File: src/rtl/ahb_lite_pkg.sv
// Shared AHB-lite encodings plus the command master's response codes and FSM states.
// Also imported by the register-bank slave, so it keeps the HTRANS values the master never drives.
package ahb_lite_pkg;

   localparam int unsigned HADDR_WIDTH = 32;
   localparam int unsigned HDATA_WIDTH = 32;

   localparam logic [1:0] HTRANS_IDLE   = 2'b00;
   localparam logic [1:0] HTRANS_BUSY   = 2'b01;
   localparam logic [1:0] HTRANS_NONSEQ = 2'b10;
   localparam logic [1:0] HTRANS_SEQ    = 2'b11;

   localparam logic [2:0] HBURST_SINGLE   = 3'b000;
   localparam logic [2:0] HSIZE_WORD      = 3'b010;
   localparam logic [3:0] HPROT_DATA_PRIV = 4'b0011;

   typedef enum logic [1:0] {
      RSP_OK         = 2'b00,
      RSP_BUS_ERR    = 2'b01,
      RSP_TIMEOUT    = 2'b10,
      RSP_DECODE_ERR = 2'b11
   } rsp_code_e;

   typedef enum logic [2:0] {
      ST_IDLE,
      ST_ADDR,
      ST_DATA,
      ST_RESP,
      ST_DRAIN
   } mst_state_e;

endpackage

File: src/rtl/ahb_wait_timer.sv
// Saturating data-phase wait-state counter; expired_o flags the wait cycle that reaches LIMIT.
module ahb_wait_timer #(
   parameter int unsigned LIMIT = 16
) (
   input  logic clk_i,
   input  logic rst_i,
   input  logic clr_i,
   input  logic en_i,
   output logic expired_o
);

   localparam int unsigned CW = $clog2(LIMIT + 1);

   logic [CW-1:0] cnt_q;
   logic [CW-1:0] cnt_d;

   always_comb begin
      cnt_d = cnt_q;
      if (clr_i) begin
         cnt_d = '0;
      end else if (en_i && (cnt_q != CW'(LIMIT))) begin
         cnt_d = cnt_q + CW'(1);
      end
   end

   // Asserted during the wait cycle whose increment brings the count to LIMIT.
   assign expired_o = en_i && (cnt_q >= CW'(LIMIT - 1));

   always_ff @(posedge clk_i) begin
      if (rst_i) begin
         cnt_q <= '0;
      end else begin
         cnt_q <= cnt_d;
      end
   end

endmodule

File: src/rtl/ahb_cmd_master.sv
// Valid/ready command port to single non-overlapped AHB-lite word transfers, with
// address-window decode, bus-error and data-phase timeout reporting.
module ahb_cmd_master
   import ahb_lite_pkg::*;
#(
   parameter logic [HADDR_WIDTH-1:0] HADDR_BASE     = 32'h8000_0000,
   parameter logic [HADDR_WIDTH-1:0] HADDR_MASK     = 32'hFFFF_F000,
   parameter int unsigned            TIMEOUT_CYCLES = 16
) (
   input  logic                   clk_i,
   input  logic                   rst_i,
   input  logic                   cmd_valid_i,
   output logic                   cmd_ready_o,
   input  logic                   cmd_write_i,
   input  logic [HADDR_WIDTH-1:0] cmd_addr_i,
   input  logic [HDATA_WIDTH-1:0] cmd_wdata_i,
   output logic                   rsp_valid_o,
   output logic [HDATA_WIDTH-1:0] rsp_rdata_o,
   output logic [1:0]             rsp_code_o,
   output logic                   hsel_o,
   output logic [HADDR_WIDTH-1:0] haddr_o,
   output logic                   hwrite_o,
   output logic [1:0]             htrans_o,
   output logic [2:0]             hsize_o,
   output logic [2:0]             hburst_o,
   output logic [3:0]             hprot_o,
   output logic                   hmastlock_o,
   output logic [HDATA_WIDTH-1:0] hwdata_o,
   input  logic                   hready_i,
   input  logic                   hresp_i,
   input  logic [HDATA_WIDTH-1:0] hrdata_i
);

   mst_state_e             state_q, state_d;
   logic                   cmd_ready_q, cmd_ready_d;
   logic                   rsp_valid_q, rsp_valid_d;
   logic [HDATA_WIDTH-1:0] rsp_rdata_q, rsp_rdata_d;
   rsp_code_e              rsp_code_q, rsp_code_d;
   logic                   hsel_q, hsel_d;
   logic [HADDR_WIDTH-1:0] haddr_q, haddr_d;
   logic                   hwrite_q, hwrite_d;
   logic [1:0]             htrans_q, htrans_d;
   logic [HDATA_WIDTH-1:0] hwdata_q, hwdata_d;
   logic [HDATA_WIDTH-1:0] wdata_q, wdata_d;
   logic                   tmr_clr, tmr_en, tmr_expired;
   logic                   decode_err;

   ahb_wait_timer #(
      .LIMIT (TIMEOUT_CYCLES)
   ) u_wait_timer (
      .clk_i     (clk_i),
      .rst_i     (rst_i),
      .clr_i     (tmr_clr),
      .en_i      (tmr_en),
      .expired_o (tmr_expired)
   );

   assign decode_err = (cmd_addr_i[1:0] != 2'b00) ||
                       ((cmd_addr_i & HADDR_MASK) != HADDR_BASE);

   always_comb begin
      state_d     = state_q;
      cmd_ready_d = cmd_ready_q;
      rsp_valid_d = 1'b0;
      rsp_rdata_d = rsp_rdata_q;
      rsp_code_d  = rsp_code_q;
      hsel_d      = hsel_q;
      haddr_d     = haddr_q;
      hwrite_d    = hwrite_q;
      htrans_d    = htrans_q;
      hwdata_d    = hwdata_q;
      wdata_d     = wdata_q;
      tmr_clr     = 1'b0;
      tmr_en      = 1'b0;

      unique case (state_q)
         ST_IDLE: begin
            if (cmd_valid_i && cmd_ready_q) begin
               cmd_ready_d = 1'b0;
               if (decode_err) begin
                  state_d     = ST_RESP;
                  rsp_valid_d = 1'b1;
                  rsp_code_d  = RSP_DECODE_ERR;
                  rsp_rdata_d = '0;
               end else begin
                  state_d  = ST_ADDR;
                  haddr_d  = cmd_addr_i;
                  hwrite_d = cmd_write_i;
                  wdata_d  = cmd_wdata_i;
                  htrans_d = HTRANS_NONSEQ;
                  hsel_d   = 1'b1;
                  tmr_clr  = 1'b1;
               end
            end
         end

         ST_ADDR: begin
            if (hready_i) begin
               state_d  = ST_DATA;
               htrans_d = HTRANS_IDLE;
               hsel_d   = 1'b0;
               hwdata_d = wdata_q;
            end
         end

         ST_DATA: begin
            // The first ERROR cycle (hresp high, hready low) is just another wait cycle here.
            if (hready_i) begin
               state_d     = ST_RESP;
               rsp_valid_d = 1'b1;
               if (hresp_i) begin
                  rsp_code_d  = RSP_BUS_ERR;
                  rsp_rdata_d = '0;
               end else begin
                  rsp_code_d  = RSP_OK;
                  rsp_rdata_d = hwrite_q ? '0 : hrdata_i;
               end
            end else begin
               tmr_en = 1'b1;
               if (tmr_expired) begin
                  state_d     = ST_DRAIN;
                  rsp_valid_d = 1'b1;
                  rsp_code_d  = RSP_TIMEOUT;
                  rsp_rdata_d = '0;
               end
            end
         end

         ST_RESP: begin
            state_d     = ST_IDLE;
            cmd_ready_d = 1'b1;
         end

         ST_DRAIN: begin
            // The abandoned data phase still owns the bus until the slave releases HREADY.
            if (hready_i) begin
               state_d     = ST_IDLE;
               cmd_ready_d = 1'b1;
            end
         end

         default: begin
            state_d     = ST_IDLE;
            cmd_ready_d = 1'b1;
         end
      endcase
   end

   always_ff @(posedge clk_i) begin
      if (rst_i) begin
         state_q     <= ST_IDLE;
         cmd_ready_q <= 1'b1;
         rsp_valid_q <= 1'b0;
         rsp_rdata_q <= '0;
         rsp_code_q  <= RSP_OK;
         hsel_q      <= 1'b0;
         haddr_q     <= '0;
         hwrite_q    <= 1'b0;
         htrans_q    <= HTRANS_IDLE;
         hwdata_q    <= '0;
         wdata_q     <= '0;
      end else begin
         state_q     <= state_d;
         cmd_ready_q <= cmd_ready_d;
         rsp_valid_q <= rsp_valid_d;
         rsp_rdata_q <= rsp_rdata_d;
         rsp_code_q  <= rsp_code_d;
         hsel_q      <= hsel_d;
         haddr_q     <= haddr_d;
         hwrite_q    <= hwrite_d;
         htrans_q    <= htrans_d;
         hwdata_q    <= hwdata_d;
         wdata_q     <= wdata_d;
      end
   end

   assign cmd_ready_o = cmd_ready_q;
   assign rsp_valid_o = rsp_valid_q;
   assign rsp_rdata_o = rsp_rdata_q;
   assign rsp_code_o  = rsp_code_q;
   assign hsel_o      = hsel_q;
   assign haddr_o     = haddr_q;
   assign hwrite_o    = hwrite_q;
   assign htrans_o    = htrans_q;
   assign hwdata_o    = hwdata_q;
   assign hsize_o     = HSIZE_WORD;
   assign hburst_o    = HBURST_SINGLE;
   assign hprot_o     = HPROT_DATA_PRIV;
   assign hmastlock_o = 1'b0;

endmodule

File: config.mk
export PLATFORM = sky130hd
export DESIGN_NAME = ahb_cmd_master
export DESIGN_NICKNAME = d
export VERILOG_FILES = /design/src/rtl/ahb_lite_pkg.sv /design/src/rtl/ahb_wait_timer.sv /design/src/rtl/ahb_cmd_master.sv
export SDC_FILE = /design/constraint.sdc
export NUM_CORES = 1
export LEC_CHECK = 0
export CAP_MARGIN = 20
export CORE_ASPECT_RATIO = 1.2
export CORE_UTILIZATION = 30
export CTS_CLUSTER_SIZE = 16
export DETAILED_ROUTE_END_ITERATION = 8
export DONT_BUFFER_PORTS = 1
export PLACE_DENSITY_LB_ADDON = 0.12
export SLEW_MARGIN = 10
export SYNTH_ARGS = -nofsm -noshare
export SYNTH_HDL_FRONTEND = slang
export SYNTH_SLANG_ARGS = --single-unit
File: constraint.sdc
create_clock -name clk_i -period 2.5 [get_ports clk_i]
set_clock_uncertainty 0.1 [all_clocks]
set_input_delay 0.375 -clock clk_i [delete_from_list [all_inputs] [get_ports clk_i]]
set_output_delay 0.375 -clock clk_i [all_outputs]
set_load 0.005 [all_outputs]
# After elaboration in Yosys (flattened, before gate mapping)
# Cells that the tools add are included.
# word_totals
wordCells	84
output_inout_bits	115
regBits	144
input_bits	102
# classes
eq_ne	11
muxes	41
bitwise_logic	2
magnitude_cmp	1
addsub	1
reduce_logical	16
# op_table
cell	n
two-way mux 32 bit	6
case mux 32 bit (2 select lines)	1
!= test 20 bit (second input constant)	1
two-way mux 2 bit	8
two-way mux 1 bit	15
two-way mux 3 bit	5
case mux 3 bit (4 select lines)	1
AND reduction 4 bit	3
!= test 2 bit (second input constant)	5
case mux 2 bit (2 select lines)	2
AND reduction 3 bit	2
nonzero test 2 bit	3
adder 5 x 1 -> 5 bit (second input constant)	1
>= comparator 5 x 4 -> 1 bit (second input constant)	1
!= test 5 bit (second input constant)	1
case mux 1 bit (2 select lines)	2
OR reduction 2 bit	2
== test 3 x 1 -> 1 bit (second input constant)	1
== test 3 x 2 -> 1 bit (second input constant)	1
== test 3 bit (second input constant)	1
logical AND 1 bit	3
zero test 3 bit	1
!= test 3 bit (second input constant)	1
case mux 1 bit (3 select lines)	1
other kinds (3)	4

# Longest topological paths before layout
# depth
ltp_word	6
depth_mapped	8
ltp_nobuf	7

# Modules after synthesis
# A second synthesis with hierarchy kept.
# unflattened
hier_cells	663
hier_area_um2	6009.5
# modules_own_cells
mod	area_each_um2	instances	cells_each	seq_area_each_um2
ahb_cmd_master	5698.0	1	630	2742.6
ahb_wait_timer	311.5	1	33	100.1

# Worst setup path after synthesis
# No wires, ideal clock.
# synth_path
path_type	reg2reg
start	register u_wait_timer.cnt_q[0]
end	register rsp_rdata_q[5], in the netlist rsp_rdata_o[5]
path_stages_with_launch	9
required_ns	2.314
setup_ns	0.086
synth_period_minus_slack_ns	2.267
arrival_time_ns	2.081
slack_ns	0.233
n_path_buf	1
cell_sequence	dfxtp_1 -> ha_1 -> and3_1 -> ha_1 -> or4b_1 -> o211ai_2 -> buf_2 -> a31oi_1 -> a211oi_1
# synth_via
elab_chain_cells	4
# synth_rtl
element	line_no	rtl
start, declared	ahb_wait_timer.sv:14	logic [CW-1:0] cnt_q;
start signal, assigned	ahb_wait_timer.sv:33	cnt_q <= cnt_d;
>= comparator 5 x 4 -> 1 bit	ahb_wait_timer.sv:27	assign expired_o = en_i && (cnt_q >= CW'(LIMIT - 1));
logical AND 1 bit	ahb_wait_timer.sv:27	
!= test 3 bit (no source line)	n/a	
AND reduction 4 bit (no source line)	n/a	
end signal, assigned	ahb_cmd_master.sv:166	rsp_rdata_q <= rsp_rdata_d;
end, declared	ahb_cmd_master.sv:37	logic [HDATA_WIDTH-1:0] rsp_rdata_q, rsp_rdata_d;
# Every way passes these cells.
# A chain may end at the register's enable or synchronous reset.

# Worst setup path after layout
# Same ends and word-level chain as after synthesis.

==> run summary <==
* Iter 0 DRT Violations: 392
* post-layout min period: 2.406 ns
* Total Negative Setup Slacks: 0 ns
* CP max FO: 8
* Clock Sinks: 142
* share of the yosys chip area belonging to registers: 48.72%
* insertion delay of the later-clocked pin in the worst-skew pair: 0.42 ns
* io pins: 217
* RSZ-0062 raised after global routing: false
* fraction of the cycle the final worst path needs: 96.23%
* worst voltage drop across the vdd grid: 0.4741 mV
* ant diodes: 0
* depth of the worst hold-timing path: 2
* Worst-Margin Slew: 0.7770 ns
* number of cells produced by synthesis: 660
* clk slew on worst S/H paths: 0.06 ns
* most used flip-flop cell after synthesis: sky130_fd_sc_hd__dfxtp_1
* Buffers on Ports: 0
* max-slew violations: 0
* detail-routed net length per standard cell: 19.10 microns
* wire length after detailed routing: 18300 microns
* pin count of the biggest net entering global routing: 108
* total number of yosys warnings: 0
* Hold Worst Slack: 0.02153 ns
* Die Width: 129.3 microns
* Worst Reg2Reg Path Length in Cells: 9
* RD Place Congestion: 0.7836
* drt pass-1 iters: 4
* TritonCTS clock tree: built
* Cells after DPL: 860
* global-route wire length before repair: 27350 microns
* Die Height: 154.8 microns
* count of flip-flops with a built-in enable after synthesis: 0
* combined area of the multi-input logic cells: 2636 sq um
* Final Setup Violations: 0
* post-placement cell area: 5987 sq um
* worst hold path type: in2reg
* std cell rows: 55
* average via count per standard cell: 5.424
* type of the worst setup path: reg2reg
* Yosys reg bits: 142
* final hold violation count: 0
* Lkg Pwr: 2.438 nW
* Syn Area/Cell: 8.840 sq um
* antenna violation net count after detailed routing: 0
* number of nets in the layout: 794
* kind of start point of the critical path: flop
* worst setup slack for register-to-register paths: 0.09 ns
* layout cells sized above 1: 10.68%
* deepest clock path buffer count: 2
* starting density of the core: 30.83%
* crit path DAT: 2.63 ns
* FF/Latch Area: 2844 sq um
* H-tree depth: 4
* global-route congestion overflow total: 0
* remaining design rule violation count: 0
* antenna violations before repair: 1
* endpoint of the lowest-slack register-to-register path: rsp_rdata_o[5]
* count of vias placed by the detailed router: 5196
* worst slew margin relative to its limit: 48.01%
* number of cells in the finished layout apart from fillers: 958
* vias in the first global route: 4939
* Endpoint, Worst Hold: haddr_o[10]
* area of the core region: 18920 sq um
* synthesized cell area: 5834 sq um
* floorplan die area: 20010 sq um
* power density normalized to cell area: 743.8 nW/um^2
* # Max-Cap Violations: 0
* Inserted Clock Buffers: 17
* all-layer global routing usage: 17.78%
* Worst setup EP type: flop
* beginning of the worst hold path: cmd_addr_i[10]
* clock root buffer: sky130_fd_sc_hd__clkbuf_16
* required time of the critical path: 2.73 ns
* Layout area overhead: 24.68%
* post-layout instance area: 7274 sq um
* placed wire-length estimate: 10640 microns
* Max Clk Rate: 415.7 MHz
* Layout fillers: 1934
* proportion of register bits with asynchronous set or reset after synthesis: 0%
* sum of internal, switching and leakage power: 5.411 mW
* start of the worst register-to-register path: u_wait_timer.cnt_q[0]
* Netlist cell types: 51
* result of the run: finished clean
## layout by cell type (no fill, tap or decap), types with 5 or more instances in the layout
cell and n:
sky130_fd_sc_hd__dfxtp_1 141, sky130_fd_sc_hd__a21oi_1 127, sky130_fd_sc_hd__nand2_1 68, sky130_fd_sc_hd__dlygate4sd3_1 61, sky130_fd_sc_hd__nand4_1 45, sky130_fd_sc_hd__o31ai_1 44, sky130_fd_sc_hd__a211oi_1 27, sky130_fd_sc_hd__nor3b_1 22
sky130_fd_sc_hd__clkbuf_16 19, sky130_fd_sc_hd__buf_4 15, sky130_fd_sc_hd__a31oi_1 14, sky130_fd_sc_hd__conb_1 12, sky130_fd_sc_hd__nor3_1 11, sky130_fd_sc_hd__nor2_1 10, sky130_fd_sc_hd__inv_1 6, sky130_fd_sc_hd__a221oi_1 5
sky130_fd_sc_hd__clkinv_2 5, sky130_fd_sc_hd__buf_12 5
## through the flow
stage               util [%]  setup WS [ns]
CTS                    37.86        0.09596
global route           38.44        0.01643
floorplan                  -         0.2335
finish                 38.44        0.09435
global placement       31.64         0.1739
detailed placement     31.64         0.1133
## kinds of logic (layout without fill, tap and decap cells)
logic type	Yosys count	in the layout	synth area share (%)
AND/OR/NAND/NOR	184	184	17.76
XOR/XNOR	3	3	0.4504
other	2	12	0.1287
multiplexers	2	2	0.3860
buffers and inverters	91	123	7.484
flip-flops	142	142	48.72
AO/OA/AOI/OAI	233	233	24.43
adder cells (fa/ha/maj)	3	3	0.6434
## cell type report
type,instances,share of cell area [%]
Sequential cell,142,39.10
Multi-Input combinational cell,437,36.24
Timing Repair Buffer,85,12.54
Clock buffer,22,6.519
Tap cell,256,4.403
Clock inverter,10,0.8944
Inverter,6,0.3096
## timing repair
action	4_1_cts	5_1_grt
gates resized for setup	0	7
endpoints found under the setup margin	0	12
setup buffers	0	1
hold buffers	62	0
endpoints found under the hold margin	140	0
## power breakdown
group          leakage [nW]  total, mW  internal [mW]  switching, mW
logic                  1.03      0.732          0.300          0.431
registers              1.15       2.36           2.30         0.0512
clock network         0.262       2.32           1.34          0.983
total                  2.44       5.41           3.94           1.47
## per-layer routing
metal	up-vias	wire length, microns	part of all wire, %	GRT usage (%)
li1	2478	-	-	-
met1	2535	7825	43	20.82
met3	16	1251	6.8	5.604
met5	-	0	0	0
met2	167	8979	49	30.52
met4	0	239	1.3	5.602
## sequential cells by signal, indices dropped and copies added (netlist names), 2 cells and up
signal and cells:
haddr_o 32, hwdata_o 32, rsp_code_o 2, rsp_rdata_o 32, state_q 3, u_wait_timer.cnt_q 5, wdata_q 32
## synth_stat cells, types with 5 or more instances
master	number	area share (%)
sky130_fd_sc_hd__a31oi_1	14	1.5
sky130_fd_sc_hd__nand2_1	68	4.4
sky130_fd_sc_hd__a211oi_1	29	3.7
sky130_fd_sc_hd__buf_4	13	1.7
sky130_fd_sc_hd__nor3b_1	22	2.8
sky130_fd_sc_hd__inv_1	6	0.39
sky130_fd_sc_hd__clkbuf_1	50	3.2
sky130_fd_sc_hd__nand4_1	45	4.8
sky130_fd_sc_hd__nor3_1	11	0.94
sky130_fd_sc_hd__dfxtp_1	142	49
sky130_fd_sc_hd__buf_2	19	1.6
sky130_fd_sc_hd__nor2_1	10	0.64
sky130_fd_sc_hd__a221oi_1	5	0.75
sky130_fd_sc_hd__a21oi_1	127	11
sky130_fd_sc_hd__o31ai_1	44	5.7
## how the worst max path moves through the flow
stage                           from               to  slack [ns]  depth (start not counted)
2_1_floorplan  u_wait_timer.cnt_q[0]   rsp_rdata_o[5]        0.23                          8
3_3_place_gp   u_wait_timer.cnt_q[0]   rsp_rdata_o[5]        0.17                          8
3_5_place_dp   u_wait_timer.cnt_q[0]   rsp_rdata_o[6]        0.11                          8
4_1_cts        u_wait_timer.cnt_q[0]   rsp_rdata_o[6]         0.1                          8
5_1_grt        u_wait_timer.cnt_q[0]  rsp_rdata_o[16]        0.02                          9
6_report       u_wait_timer.cnt_q[0]   rsp_rdata_o[5]        0.09                          9
## critical path, stage by stage (launching register included)
cell	delay [ns]
sky130_fd_sc_hd__dfxtp_2	0.34
sky130_fd_sc_hd__ha_2	0.19
sky130_fd_sc_hd__and3_1	0.18
sky130_fd_sc_hd__ha_2	0.19
sky130_fd_sc_hd__or4b_4	0.49
sky130_fd_sc_hd__o211ai_4	0.22
sky130_fd_sc_hd__buf_12	0.15
sky130_fd_sc_hd__clkbuf_16	0.15
sky130_fd_sc_hd__a31oi_1	0.04
sky130_fd_sc_hd__a211oi_1	0.26
No activity file was read; power rests on OpenSTA's default activity.
